### config.mk
export PLATFORM = sky130hd
export DESIGN_NAME = msrv32_lsu_ctrl_flat
export DESIGN_NICKNAME = d
export VERILOG_FILES = /design/src/rtl/msrv32_lsu_ctrl_if.sv /design/src/rtl/msrv32_lsu_ctrl.sv /design/src/flat_wrapper.sv
export SDC_FILE = /design/constraint.sdc
export NUM_CORES = 1
export LEC_CHECK = 0
export ABC_CLOCK_PERIOD_IN_PS = 6000
export BUFFER_PORTS_ARGS = -buffer_cell sky130_fd_sc_hd__clkbuf_2
export CAP_MARGIN = 20
export CORE_MARGIN = 2
export CORE_UTILIZATION = 40
export CTS_CLUSTER_DIAMETER = 50
export DETAILED_ROUTE_END_ITERATION = 10
export PLACE_DENSITY = 0.75
export SETUP_SLACK_MARGIN = 0.15
export SLEW_MARGIN = 20
export SYNTH_ARGS = -nofsm -noshare
export SYNTH_HDL_FRONTEND = slang
export SYNTH_SLANG_ARGS = --single-unit
### constraint.sdc
create_clock -name ms_riscv32_mp_clk_in -period 6 [get_ports ms_riscv32_mp_clk_in]
set_input_delay 0 -clock ms_riscv32_mp_clk_in [delete_from_list [all_inputs] [get_ports ms_riscv32_mp_clk_in]]
set_output_delay 0 -clock ms_riscv32_mp_clk_in [all_outputs]
set_load 0.02 [all_outputs]
### src/rtl/msrv32_lsu_ctrl_if.sv
// msrv32_lsu_ctrl_if: request, AHB-Lite bus and load-unit signals of the LSU sequencer
//   master: execute stage / bus environment side (drives req_* and ahb_* responses)
//   slave : msrv32_lsu_ctrl side (drives AHB address/data phase, lu_* and status pulses)
interface msrv32_lsu_ctrl_if;
  logic        req_valid_in;
  logic        req_load_in;
  logic [31:0] req_addr_in;
  logic [1:0]  req_size_in;
  logic        req_unsigned_in;
  logic [31:0] req_wdata_in;
  logic        ahb_ready_in;
  logic        ahb_resp_in;
  logic [31:0] ahb_rdata_in;
  logic [1:0]  ahb_htrans_out;
  logic [31:0] ahb_haddr_out;
  logic        ahb_hwrite_out;
  logic [31:0] ahb_hwdata_out;
  logic [3:0]  wr_mask_out;
  logic [31:0] lu_data_out;
  logic [1:0]  lu_iadder_1_to_0_out;
  logic [1:0]  lu_load_size_out;
  logic        lu_unsigned_out;
  logic        done_out;
  logic        misaligned_out;
  logic        bus_err_out;
  logic        stall_out;
  modport master (
    output req_valid_in, req_load_in, req_addr_in, req_size_in, req_unsigned_in, req_wdata_in,
           ahb_ready_in, ahb_resp_in, ahb_rdata_in,
    input  ahb_htrans_out, ahb_haddr_out, ahb_hwrite_out, ahb_hwdata_out, wr_mask_out,
           lu_data_out, lu_iadder_1_to_0_out, lu_load_size_out, lu_unsigned_out,
           done_out, misaligned_out, bus_err_out, stall_out
  );
  modport slave (
    input  req_valid_in, req_load_in, req_addr_in, req_size_in, req_unsigned_in, req_wdata_in,
           ahb_ready_in, ahb_resp_in, ahb_rdata_in,
    output ahb_htrans_out, ahb_haddr_out, ahb_hwrite_out, ahb_hwdata_out, wr_mask_out,
           lu_data_out, lu_iadder_1_to_0_out, lu_load_size_out, lu_unsigned_out,
           done_out, misaligned_out, bus_err_out, stall_out
  );
endinterface

### src/rtl/msrv32_lsu_ctrl.sv
// msrv32_lsu_ctrl: single-transfer AHB-Lite load/store sequencer with alignment check
//   ms_riscv32_mp_clk_in : clock, rising edge
//   ms_riscv32_mp_rst_in : asynchronous active-high reset
//   bus (slave)          : request in, AHB-Lite address/data phase out, load-unit capture and status pulses out
module msrv32_lsu_ctrl (
  input logic              ms_riscv32_mp_clk_in,
  input logic              ms_riscv32_mp_rst_in,
  msrv32_lsu_ctrl_if.slave bus
);
  localparam logic [1:0] IDLE = 2'd0, ADDR = 2'd1, DATA = 2'd2, RESP = 2'd3;
  logic [1:0]  r_state;
  logic        r_load, r_unsigned, r_mis, r_err;
  logic [31:0] r_addr, r_wdata;
  logic [1:0]  r_size;
  logic [31:0] r_lu_data;
  logic [1:0]  r_lu_off, r_lu_size;
  logic        r_lu_unsigned;
  logic        w_mis, w_idle, w_addr, w_data, w_resp;
  logic [31:0] w_hwdata;
  logic [3:0]  w_mask;
  assign w_idle = r_state == IDLE;
  assign w_addr = r_state == ADDR;
  assign w_data = r_state == DATA;
  assign w_resp = r_state == RESP;
  assign w_mis = bus.req_size_in == 2'b01 ? bus.req_addr_in[0]
               : bus.req_size_in[1] & (|bus.req_addr_in[1:0]);
  assign w_hwdata = r_size == 2'b00 ? {4{r_wdata[7:0]}}
                  : r_size == 2'b01 ? {2{r_wdata[15:0]}} : r_wdata;
  assign w_mask = r_load ? 4'b0000
                : r_size == 2'b00 ? 4'b0001 << r_addr[1:0]
                : r_size == 2'b01 ? 4'b0011 << {r_addr[1], 1'b0} : 4'b1111;
  always_ff @(posedge ms_riscv32_mp_clk_in or posedge ms_riscv32_mp_rst_in) begin
    if (ms_riscv32_mp_rst_in) begin
      r_state       <= IDLE;
      r_load        <= 1'b0;
      r_unsigned    <= 1'b0;
      r_mis         <= 1'b0;
      r_err         <= 1'b0;
      r_addr        <= '0;
      r_wdata       <= '0;
      r_size        <= '0;
      r_lu_data     <= '0;
      r_lu_off      <= '0;
      r_lu_size     <= '0;
      r_lu_unsigned <= 1'b0;
    end else begin
      case (r_state)
        IDLE: if (bus.req_valid_in) begin
          r_load     <= bus.req_load_in;
          r_addr     <= bus.req_addr_in;
          r_size     <= bus.req_size_in;
          r_unsigned <= bus.req_unsigned_in;
          r_wdata    <= bus.req_wdata_in;
          r_mis      <= w_mis;
          r_err      <= 1'b0;
          r_state    <= w_mis ? RESP : ADDR;
        end
        ADDR: if (bus.ahb_ready_in) r_state <= DATA;
        DATA: if (bus.ahb_ready_in) begin
          r_err   <= bus.ahb_resp_in;
          r_state <= RESP;
          // only an OKAY load refreshes the load-unit view
          if (r_load && !bus.ahb_resp_in) begin
            r_lu_data     <= bus.ahb_rdata_in;
            r_lu_off      <= r_addr[1:0];
            r_lu_size     <= r_size;
            r_lu_unsigned <= r_unsigned;
          end
        end
        default: r_state <= IDLE;
      endcase
    end
  end
  assign bus.ahb_htrans_out       = w_addr ? 2'b10 : 2'b00;
  assign bus.ahb_haddr_out        = (w_addr | w_data) ? {r_addr[31:2], 2'b00} : '0;
  assign bus.ahb_hwrite_out       = w_addr & ~r_load;
  assign bus.ahb_hwdata_out       = w_data ? w_hwdata : '0;
  assign bus.wr_mask_out          = w_data ? w_mask : '0;
  assign bus.lu_data_out          = r_lu_data;
  assign bus.lu_iadder_1_to_0_out = r_lu_off;
  assign bus.lu_load_size_out     = r_lu_size;
  assign bus.lu_unsigned_out      = r_lu_unsigned;
  assign bus.done_out             = w_resp & ~r_mis & ~r_err;
  assign bus.misaligned_out       = w_resp & r_mis;
  assign bus.bus_err_out          = w_resp & r_err;
  assign bus.stall_out            = (w_idle & bus.req_valid_in) | w_addr | w_data;
endmodule
### src/flat_wrapper.sv
// flat-port wrapper written by rule: the top's interface ports become plain ports
module msrv32_lsu_ctrl_flat 
  (ms_riscv32_mp_clk_in, ms_riscv32_mp_rst_in, bus_req_valid_in, bus_req_load_in, bus_req_addr_in, bus_req_size_in, bus_req_unsigned_in, bus_req_wdata_in, bus_ahb_ready_in, bus_ahb_resp_in, bus_ahb_rdata_in, bus_ahb_htrans_out, bus_ahb_haddr_out, bus_ahb_hwrite_out, bus_ahb_hwdata_out, bus_wr_mask_out, bus_lu_data_out, bus_lu_iadder_1_to_0_out, bus_lu_load_size_out, bus_lu_unsigned_out, bus_done_out, bus_misaligned_out, bus_bus_err_out, bus_stall_out);
  msrv32_lsu_ctrl_if bus_i ();
  input logic ms_riscv32_mp_clk_in;
  input logic ms_riscv32_mp_rst_in;
  input wire logic [$bits(bus_i.req_valid_in)-1:0] bus_req_valid_in;
  input wire logic [$bits(bus_i.req_load_in)-1:0] bus_req_load_in;
  input wire logic [$bits(bus_i.req_addr_in)-1:0] bus_req_addr_in;
  input wire logic [$bits(bus_i.req_size_in)-1:0] bus_req_size_in;
  input wire logic [$bits(bus_i.req_unsigned_in)-1:0] bus_req_unsigned_in;
  input wire logic [$bits(bus_i.req_wdata_in)-1:0] bus_req_wdata_in;
  input wire logic [$bits(bus_i.ahb_ready_in)-1:0] bus_ahb_ready_in;
  input wire logic [$bits(bus_i.ahb_resp_in)-1:0] bus_ahb_resp_in;
  input wire logic [$bits(bus_i.ahb_rdata_in)-1:0] bus_ahb_rdata_in;
  output wire logic [$bits(bus_i.ahb_htrans_out)-1:0] bus_ahb_htrans_out;
  output wire logic [$bits(bus_i.ahb_haddr_out)-1:0] bus_ahb_haddr_out;
  output wire logic [$bits(bus_i.ahb_hwrite_out)-1:0] bus_ahb_hwrite_out;
  output wire logic [$bits(bus_i.ahb_hwdata_out)-1:0] bus_ahb_hwdata_out;
  output wire logic [$bits(bus_i.wr_mask_out)-1:0] bus_wr_mask_out;
  output wire logic [$bits(bus_i.lu_data_out)-1:0] bus_lu_data_out;
  output wire logic [$bits(bus_i.lu_iadder_1_to_0_out)-1:0] bus_lu_iadder_1_to_0_out;
  output wire logic [$bits(bus_i.lu_load_size_out)-1:0] bus_lu_load_size_out;
  output wire logic [$bits(bus_i.lu_unsigned_out)-1:0] bus_lu_unsigned_out;
  output wire logic [$bits(bus_i.done_out)-1:0] bus_done_out;
  output wire logic [$bits(bus_i.misaligned_out)-1:0] bus_misaligned_out;
  output wire logic [$bits(bus_i.bus_err_out)-1:0] bus_bus_err_out;
  output wire logic [$bits(bus_i.stall_out)-1:0] bus_stall_out;
  assign bus_i.req_valid_in = bus_req_valid_in;
  assign bus_i.req_load_in = bus_req_load_in;
  assign bus_i.req_addr_in = bus_req_addr_in;
  assign bus_i.req_size_in = bus_req_size_in;
  assign bus_i.req_unsigned_in = bus_req_unsigned_in;
  assign bus_i.req_wdata_in = bus_req_wdata_in;
  assign bus_i.ahb_ready_in = bus_ahb_ready_in;
  assign bus_i.ahb_resp_in = bus_ahb_resp_in;
  assign bus_i.ahb_rdata_in = bus_ahb_rdata_in;
  assign bus_ahb_htrans_out = bus_i.ahb_htrans_out;
  assign bus_ahb_haddr_out = bus_i.ahb_haddr_out;
  assign bus_ahb_hwrite_out = bus_i.ahb_hwrite_out;
  assign bus_ahb_hwdata_out = bus_i.ahb_hwdata_out;
  assign bus_wr_mask_out = bus_i.wr_mask_out;
  assign bus_lu_data_out = bus_i.lu_data_out;
  assign bus_lu_iadder_1_to_0_out = bus_i.lu_iadder_1_to_0_out;
  assign bus_lu_load_size_out = bus_i.lu_load_size_out;
  assign bus_lu_unsigned_out = bus_i.lu_unsigned_out;
  assign bus_done_out = bus_i.done_out;
  assign bus_misaligned_out = bus_i.misaligned_out;
  assign bus_bus_err_out = bus_i.bus_err_out;
  assign bus_stall_out = bus_i.stall_out;
  msrv32_lsu_ctrl u_core (.ms_riscv32_mp_clk_in(ms_riscv32_mp_clk_in), .ms_riscv32_mp_rst_in(ms_riscv32_mp_rst_in), .bus(bus_i));
endmodule
==> results of run 1 <==
tightest hold or removal path, cell delays in order:
cell,delay (ps)
clkbuf_2,130
a31oi_1,90
o211ai_1,170
metrics by stage:
step | hold WS, ps | cell area (um^2)
floorplan | 149 | 5060
global placement | 28.1 | 6220
detailed placement | 37.9 | 6220
CTS | 66.1 | 7530
global route | 91.6 | 7540
finish | 80.9 | 7550
flip-flops by register name (all words and copies together), names as in the netlist:
register / count
u_core.r_size: 2
u_core.r_state: 2
u_core.bus.lu_unsigned_out: 1
u_core.r_addr: 32
u_core.bus.lu_iadder_1_to_0_out: 2
u_core.r_load: 1
u_core.bus.lu_load_size_out: 2
u_core.r_unsigned: 1
u_core.r_wdata: 32
u_core.bus.lu_data_out: 32
u_core.r_mis: 1
u_core.r_err: 1
worst paths after layout:
kind	from	endpoint	depth (start not counted)	slack, ps
hold / removal	bus_ahb_ready_in	u_core.r_err	3	80
setup / recovery	u_core.r_size[1]	bus_ahb_hwdata_out[26]	4	3470
min in group asynchronous	ms_riscv32_mp_rst_in	u_core.r_addr[29]	3	210
max in group asynchronous	ms_riscv32_mp_rst_in	u_core.bus.lu_data_out[29]	4	4470
hold reg to reg	u_core.r_addr[12]	u_core.r_addr[12]	1	500
setup reg to reg	u_core.r_state[0]	u_core.bus.lu_data_out[27]	5	3570
cells by family (layout without fill, tap and decap cells):
| logic type | after synthesis | in the layout | synth area share (%) |
|---|---|---|---|
| compound gates | 43 | 43 | 5.90 |
| fa+ha+maj | 4 | 4 | 0.991 |
| buf+inv | 34 | 342 | 3.30 |
| flops | 109 | 109 | 54.0 |
| mux | 119 | 119 | 26.6 |
| other cells | 1 | 4 | 0.0743 |
| simple gates | 84 | 84 | 9.14 |
cell usage after synthesis (2+ instances only):
cell / number
nor2_1: 6
clkbuf_1: 9
nor2b_1: 12
a21boi_0: 8
and2_1: 40
a21oi_1: 5
o211a_1: 8
inv_1: 6
o21ai_0: 15
mux2i_1: 16
dfrtp_1: 109
buf_2: 13
o41ai_1: 2
mux2_4: 6
mux2_2: 97
buf_4: 4
nand2_1: 21
ha_1: 4
nand2b_1: 2
per-layer routing:
| metal | track usage (%) | vias up |
|---|---|---|
| li1 | - | 1967 |
| met1 | 24.2 | 2077 |
| met2 | 36.1 | 154 |
| met3 | 5.81 | 30 |
| met4 | 9.52 | 0 |
| met5 | 0 | - |
power groups by stage:
| stage | Sequential [mW] | Clock, mW | Combinational [mW] |
|---|---|---|---|
| after global routing | 1.44 | 0.612 | 2.22 |
| after CTS | 1.38 | 0.582 | 2.06 |
| final | 1.39 | 0.561 | 2.06 |
| after global placement | 1.36 | 0 | 1.95 |
| after detailed placement | 1.39 | 0 | 2.00 |
| after floorplan | 1.43 | 0 | 1.32 |
repair_timing:
item | 4_1_cts | 5_1_grt
hold buffers | 103 | 0
setup buffers | 0 | 0
hold endpoints to repair | 138 | 0
cell type report:
type / count / area, um^2
diodes: 1 / 2.50
clock buffers: 10 / 239
clock inverters: 6 / 37.5
fillers: 1013 / 4920
inverters: 7 / 28.8
multi-input cells: 253 / 2170
flip-flops and latches: 109 / 2730
well taps: 172 / 215
repair buffers: 319 / 2120
layout by cell type (no fill, tap or decap), types with 2 or more instances in the layout:
cell type,count
a21boi_0,8
a21oi_1,5
and2_1,40
buf_4,2
clkbuf_16,9
clkbuf_2,213
clkinv_2,4
conb_1,3
dfrtp_1,109
dlygate4sd3_1,103
ha_1,3
inv_1,5
mux2_2,97
mux2_4,6
mux2i_1,16
nand2_1,20
nand2b_1,2
nor2_1,6
nor2b_1,12
o211a_1,8
o21ai_0,15
o41ai_1,2
==> metrics, run 1 <==
status=finished clean; TritonCTS buffer count=9; Area Growth Syn to Fin=49.5%; All-Layer GR Usage=roughly a fifth; Flop pwr share=34.6%; dpl hpwl=between 8 and 9 mm; Final Max Slew Viols=0; Skew-Pair Late Insertion Delay=350 ps; global route overflow=0; CTS tree=yes; initial drt markers=176; initial antenna violation count=0; largest net degree at the start of global routing=74; utilization after layout=60.5%; Placed Cells incl. Taps=around 760; Routed WL=14.0 mm; met3 wire len=around 830 um; final setup margin=between 3000 and 4000 ps; Distinct cells, synth=30; internal power=2.31 mW; mean post-synth cell area=12.8 um^2; synth top area cells=dfrtp_1, mux2_2, and2_1, mux2i_1, mux2_4; clk sinks=109; Core ar.=12500 um^2; number of I/O port buffers=213; layout net count=808; Crit. End Element=output pin; Ys Warns=0; total I/O pin count=~220; crit path buf inv count=2; drt wl/cell=roughly 16 um; Leakage=3.79 nW; H-tree depth=3; post-route clock period utilization=42.2%; GP Congestion=between 0.7 and 0.8; Primary FF master, synth=dfrtp_1; DRC violations left=0; Synth top area share=between 50% and 60%; pre-CTS setup slack=2380 ps; CTS max path bufs=2; crit-path leading delay family=flip-flops; Fmax achieved=about 400 MHz; DR pass1 iterations=4; Die H=116 um; Resized cells post-CTS=0; first-pass GRT wire length=21.8 mm; Netlist Area Pre-Place=roughly 5000 um^2; Worst Hold Class=in -> reg; Worst-path clk slew=80 ps; fraction of registers with async set/reset=100%; Top Metal Used=met4; total power=about 4 mW; Worst Skew=12.4 ps; Root Buffer=clkbuf_16; TNS Setup=0 ps; Crit path required time=6000 ps; Final ANT Viol Nets=0; Starting Density=between 40% and 50%; Clk pwr share=14.0%; Cell Count, Final, Fillers Out=a little under 900; #FFs+latches synth=roughly 110; Logic pwr share=51.3%; crit-path max cell delay=900 ps; Sw Ratio=42.4%; critical path startpoint category=flip-flop; net switching power figure=approximately 1.7 mW; vias in the first global route=4407; Tmin final=about 2500 ps; full die area=13500 um^2; Max Cap Viol=0; largest area contributor in the netlist=dfrtp_1; row cnt=41; worst vdd ir=approximately 0.00038 V; Die X=116 um; crit-path cells=clkinv_1 > nand2_1 > o211a_1 > clkbuf_2; CP Class=reg -> out; EDFF count, synth=0; RSZ-0062 raised after global routing=false; Slowest-stage cell, CP=dfrtp_1; maximum fanout along the worst path=21; DR vias/cell=4.82; Vias=around 4200; Final setup viols=0; power per standard cell area=531 nW/um^2; Final Hold Fails=0; Cells after Synth=394; Seq/Total Area, Yosys=about 54%; Routed met1 length=5.39 mm; Worst Path Arrival=2530 ps; Worst-Margin Slew=970 ps; share of layout cells above drive strength 1=48.2%; Rel. slew slack=35.3%; Met2 Routed Length=roughly 7.4 mm
Note: power is estimated with default switching activity, not from simulation.
==> run 2, diff against run 1 <==
--- a/config.mk
+++ b/config.mk
@@ -5,7 +5,8 @@
 export SDC_FILE = /design/constraint.sdc
 export NUM_CORES = 1
 export LEC_CHECK = 0
-export ABC_CLOCK_PERIOD_IN_PS = 6000
+export ABC_AREA = 1
+export ABC_CLOCK_PERIOD_IN_PS = 2400
 export BUFFER_PORTS_ARGS = -buffer_cell sky130_fd_sc_hd__clkbuf_2
 export CAP_MARGIN = 20
 export CORE_MARGIN = 2
==> constraint.sdc (replaced) <==
create_clock -name ms_riscv32_mp_clk_in -period 2.4 [get_ports ms_riscv32_mp_clk_in]
set_input_delay 0 -clock ms_riscv32_mp_clk_in [delete_from_list [all_inputs] [get_ports ms_riscv32_mp_clk_in]]
set_output_delay 0 -clock ms_riscv32_mp_clk_in [all_outputs]
set_load 0.02 [all_outputs]
==> metrics, run 2 <==
Leakage=~4.4 nW; GP Congestion=0.876; Logic pwr share=~53%; CTS max path bufs=2; synth top area cells=dfrtp_1, nand2_1, mux2_2, inv_1, mux2_4; Ys Warns=0; mean post-synth cell area=9.24 um^2; power per standard cell area=1300 nW/um^2; number of diodes=0; Die H=117 um; status=finished clean; number of I/O port buffers=213; Worst Hold Class=in -> reg; Resized cells post-CTS=0; Crit path required time=approximately 2400 ps; critical path startpoint category=flip-flop; Final Hold Fails=0; All-Layer GR Usage=21.2%; Rel. slew slack=60.9%; Post-CTS Hold Buffers=102; TNS Setup=0 ps; Cells after Synth=554; DRC violations left=0; Final Max Slew Viols=0; pre-CTS setup slack=588 ps; clk sinks=109; most frequent cells in the layout=clkbuf_2, nand2_1, dfrtp_1; Worst-path clk slew=~70 ps; Sw Ratio=44.7%; net switching power figure=4.46 mW; Worst Path Arrival=2030 ps; Cell Count, Final, Fillers Out=between 1000 and 1500; share of layout cells above drive strength 1=a little over a third; Crit. End Element=output pin; Distinct cells, synth=20; Core ar.=12600 um^2; DR pass1 iterations=5; Final ANT Viol Nets=0; count leader, synth=nand2_1; RSZ-0062 raised after global routing=false; Seq/Total Area, Yosys=53.3%; drt wl/cell=14.1 um; EDFF count, synth=0; Layout fillers=around 1000; worst vdd ir=0.000703 V; first-pass GRT wire length=22.4 mm; Primary FF master, synth=dfrtp_1; Netlist Area Pre-Place=a little over 5000 um^2; full die area=13700 um^2; largest net degree at the start of global routing=77; Placed Cells incl. Taps=920; area of the multi-input gates=1880 um^2; H-tree depth=3; Routed WL=14.6 mm; vias in the first global route=4730; CTS tree=yes; fraction of registers with async set/reset=100%; post-route cell area=7680 um^2; Placed Area=6380 um^2; initial drt markers=213; Skew-Pair Late Insertion Delay=roughly 350 ps; post-route clock period utilization=84.6%; CP Class=reg -> out; Max Cap Viol=0; Worst Skew=7.28 ps; Clk pwr share=14.0%; Final setup viols=0; Starting Density=between 40% and 50%; row cnt=41; post-CTS setup buffer count=0; largest area contributor in the netlist=dfrtp_1; storage element area=about 2700 um^2; maximum fanout along the worst path=16; DR vias/cell=4.54; Die X=around 120 um; final setup margin=370 ps; dpl hpwl=9.11 mm; TritonCTS buffer count=9; global route overflow=0; Tmin final=between 2000 and 2500 ps; total I/O pin count=approximately 220; internal power=between 5 and 6 mW; Fmax achieved=493 MHz; Root Buffer=clkbuf_16; Worst-Margin Slew=586 ps; most common cell after layout, fill and taps aside=clkbuf_2; Area Growth Syn to Fin=50.0%; Synth top area share=53.3%; most frequent cells after synthesis=nand2_1, dfrtp_1, inv_1; Flop pwr share=about 34%; #FFs+latches synth=109; layout net count=970; initial antenna violation count=0; hold slack=64.8 ps; Vias=4712
## run 2: final timing paths
path | from | slack, ps | cells after the start | end
setup / recovery | u_core.r_state[0] | 370 | 6 | bus_ahb_haddr_out[7]
hold / removal | bus_ahb_ready_in | 60 | 5 | u_core.r_err
setup reg to reg | u_core.r_state[0] | 580 | 5 | u_core.r_wdata[25]
hold reg to reg | u_core.bus.lu_data_out[23] | 490 | 2 | u_core.bus.lu_data_out[23]
max in group asynchronous | ms_riscv32_mp_rst_in | 1720 | 4 | u_core.r_load
min in group asynchronous | ms_riscv32_mp_rst_in | 310 | 4 | u_core.r_addr[6]
## run 2: final cells by class
type | instances | area share [%]
flip-flops and latches | 109 | 35.5
repair buffers | 323 | 28.8
multi-input cells | 319 | 24.4
inverters | 99 | 4.89
clock buffers | 9 | 2.93
well taps | 172 | 2.80
clock inverters | 7 | 0.636
## run 2: stage by stage
step / utilization, % / power [mW]
after CTS: 61.1 / 9.96
after detailed placement: 50.8 / 8.40
after floorplan: - / 6.75
after global placement: 50.8 / 8.31
after global routing: 61.1 / 10.7
final: 61.1 / 9.98
## run 2: critical path, cell delays in order, from the launching register on
cell and delay, ps:
dfrtp_1 390, inv_1 80, ha_1 660, buf_12 220, nand2_1 80, inv_1 70
clkbuf_2 160
## run 2: logic make-up (layout without fill, tap and decap cells)
logic type	count (synthesis)	after routing	synth area share (%)
AND/OR/NAND/NOR	184	184	14.1
flip-flops	109	109	53.3
AO/OA/AOI/OAI	66	66	6.45
other	1	3	0.0733
multiplexers	62	62	14.7
buffers and inverters	128	438	10.4
adder cells (fa/ha/maj)	4	4	0.978
## run 2: power by group through the flow
stage / combinational, mW / clock [mW] / sequential (mW)
6_report: 5.24 / 1.40 / 3.34
5_1_grt: 5.78 / 1.50 / 3.46
4_1_cts: 5.21 / 1.44 / 3.31
3_5_place_dp: 5.06 / 0 / 3.34
3_3_place_gp: 5.01 / 0 / 3.30
2_1_floorplan: 3.21 / 0 / 3.54
## run 2: per-layer routing
layer | part of all wire, % | GRT usage (%) | up-vias
met2 | 50 | 38.1 | 189
met4 | 2.6 | 8.55 | 0
li1 | - | - | 2310
met5 | 0 | 0 | -
met3 | 7.5 | 5.56 | 32
met1 | 40 | 24.1 | 2181
==> run 3, diff against run 2 <==
--- a/config.mk
+++ b/config.mk
@@ -6,7 +6,7 @@
 export NUM_CORES = 1
 export LEC_CHECK = 0
 export ABC_AREA = 1
-export ABC_CLOCK_PERIOD_IN_PS = 2400
+export ABC_CLOCK_PERIOD_IN_PS = 1900
 export BUFFER_PORTS_ARGS = -buffer_cell sky130_fd_sc_hd__clkbuf_2
 export CAP_MARGIN = 20
 export CORE_MARGIN = 2
==> constraint.sdc (replaced) <==
create_clock -name ms_riscv32_mp_clk_in -period 1.9 [get_ports ms_riscv32_mp_clk_in]
set_input_delay 0 -clock ms_riscv32_mp_clk_in [delete_from_list [all_inputs] [get_ports ms_riscv32_mp_clk_in]]
set_output_delay 0 -clock ms_riscv32_mp_clk_in [all_outputs]
set_load 0.02 [all_outputs]
==> metrics, run 3 (same netlist as run 2, synthesis figures left out) <==
total I/O pin count=217; Core ar.=12600 um^2; initial drt markers=290; layout net count=~980; Skew-Pair Late Insertion Delay=350 ps; RSZ-0062 raised after global routing=true; TritonCTS buffer count=9; utilization after layout=63.0%; Layout fillers=979; most common cell after layout, fill and taps aside=clkbuf_2; Worst Hold Class=in -> reg; worst vdd ir=0.000975 V; power per standard cell area=1700 nW/um^2; initial antenna violation count=0; maximum fanout along the worst path=16; TNS Setup=0 ps; Fmax achieved=slightly below 600 MHz; Worst-path clk slew=approximately 70 ps; number of I/O port buffers=213; Root Buffer=clkbuf_16; global route overflow=0; Final ANT Viol Nets=0; Crit. End Element=output pin; Leakage=4.50 nW; crit-path cells=inv_2 > ha_2 > buf_12 > nand2_1 > inv_1 > clkbuf_2; CTS max path bufs=2; Crit path required time=1900 ps; Area Growth Syn to Fin=54.6%; dpl hpwl=9.33 mm; most frequent cells in the layout=clkbuf_2, nand2_1, dfrtp_1; All-Layer GR Usage=21.2%; CP Class=reg -> out; pre-CTS setup slack=about 310 ps; Die H=~120 um; CTS tree=yes; Worst Skew=7.50 ps; final setup margin=about 200 ps; Final Max Slew Viols=0; crit path buf inv count=4; DR vias/cell=~4.6; Starting Density=40.7%; clk sinks=109; Tmin final=1700 ps; Vias=4857; Routed WL=14.8 mm; first-pass GRT wire length=22.3 mm; Final setup viols=0; critical path startpoint category=flip-flop; Final Hold Fails=0; DR pass1 iterations=5; DRC violations left=0; Placed Cells incl. Taps=922; vias in the first global route=4773; Slowest-stage cell, CP=dfrtp_1; Cell Count, Final, Fillers Out=1047; Worst Path Arrival=1700 ps; share of layout cells above drive strength 1=36.7%; status=finished clean; crit-path leading delay family=buffers and inverters; H-tree depth=3; Max Cap Viol=0; drt wl/cell=14.1 um; Die X=117 um; number of diodes=0; full die area=13700 um^2; post-route clock period utilization=89.3%; row cnt=41; GP Congestion=0.893; crit-path max cell delay=400 ps; area of the multi-input gates=1910 um^2; storage element area=2730 um^2; largest net degree at the start of global routing=75
-- run 3: cell type report --
type                    instances  share of cell area [%]
multi-input cells             319                    24.1
clock inverters                 4                    1.20
inverters                      99                    4.84
clock buffers                  12                    3.11
repair buffers                332                    29.6
well taps                     172                    2.72
flip-flops and latches        109                    34.5
-- run 3: worst paths after layout --
path,endpoint,slack (ps),from,cells past startpoint
setup / recovery,bus_ahb_haddr_out[31],200,u_core.r_state[0],6
max in group asynchronous,u_core.r_wdata[12],1030,ms_riscv32_mp_rst_in,4
hold / removal,u_core.r_err,60,bus_req_valid_in,5
min in group asynchronous,u_core.bus.lu_data_out[26],200,ms_riscv32_mp_rst_in,3
setup reg to reg,u_core.r_wdata[24],330,u_core.r_state[0],5
hold reg to reg,u_core.bus.lu_load_size_out[0],480,u_core.bus.lu_load_size_out[0],2
-- run 3: stage by stage --
stage,instance area [um^2],hold WS (ps),total power [mW]
final,7910,62.0,13.4
after global routing,7910,179,14.4
after CTS,7830,47.0,13.1
after detailed placement,6380,11.6,10.6
after global placement,6380,13.0,10.4
after floorplan,5130,133,8.52
-- run 3: power breakdown --
group          switching [mW]  internal [mW]
combinational            4.13           2.91
sequential              0.754           3.47
clock                   0.831           1.32
-- run 3: metal layers --
layer	vias to the layer above	part of all wire [%]	track usage [%]
met5	-	0	0
met4	0	2.8	9.49
met3	42	7.7	5.46
met2	199	49	37.5
met1	2280	41	24.1
li1	2336	-	-
-- run 3: repair_timing --
action / CTS / global route
endpoints found under the setup margin: 35 / 56
gates cloned: 1 / 1
resized for setup: 11 / 10
hold buffers: 102 / 0
buffers inserted: 2 / 3
hold endpoints to repair: 118 / 0
-- run 3: worst register-to-register path, delay by kind of cell, from the launching register on --
| family | cells | cell delay (ps) |
|---|---|---|
| AND/OR/NAND/NOR | 1 | 110 |
| multiplexers | 1 | 340 |
| adder cells (fa/ha/maj) | 1 | 220 |
| flip-flops | 1 | 400 |
| buffers and inverters | 2 | 380 |
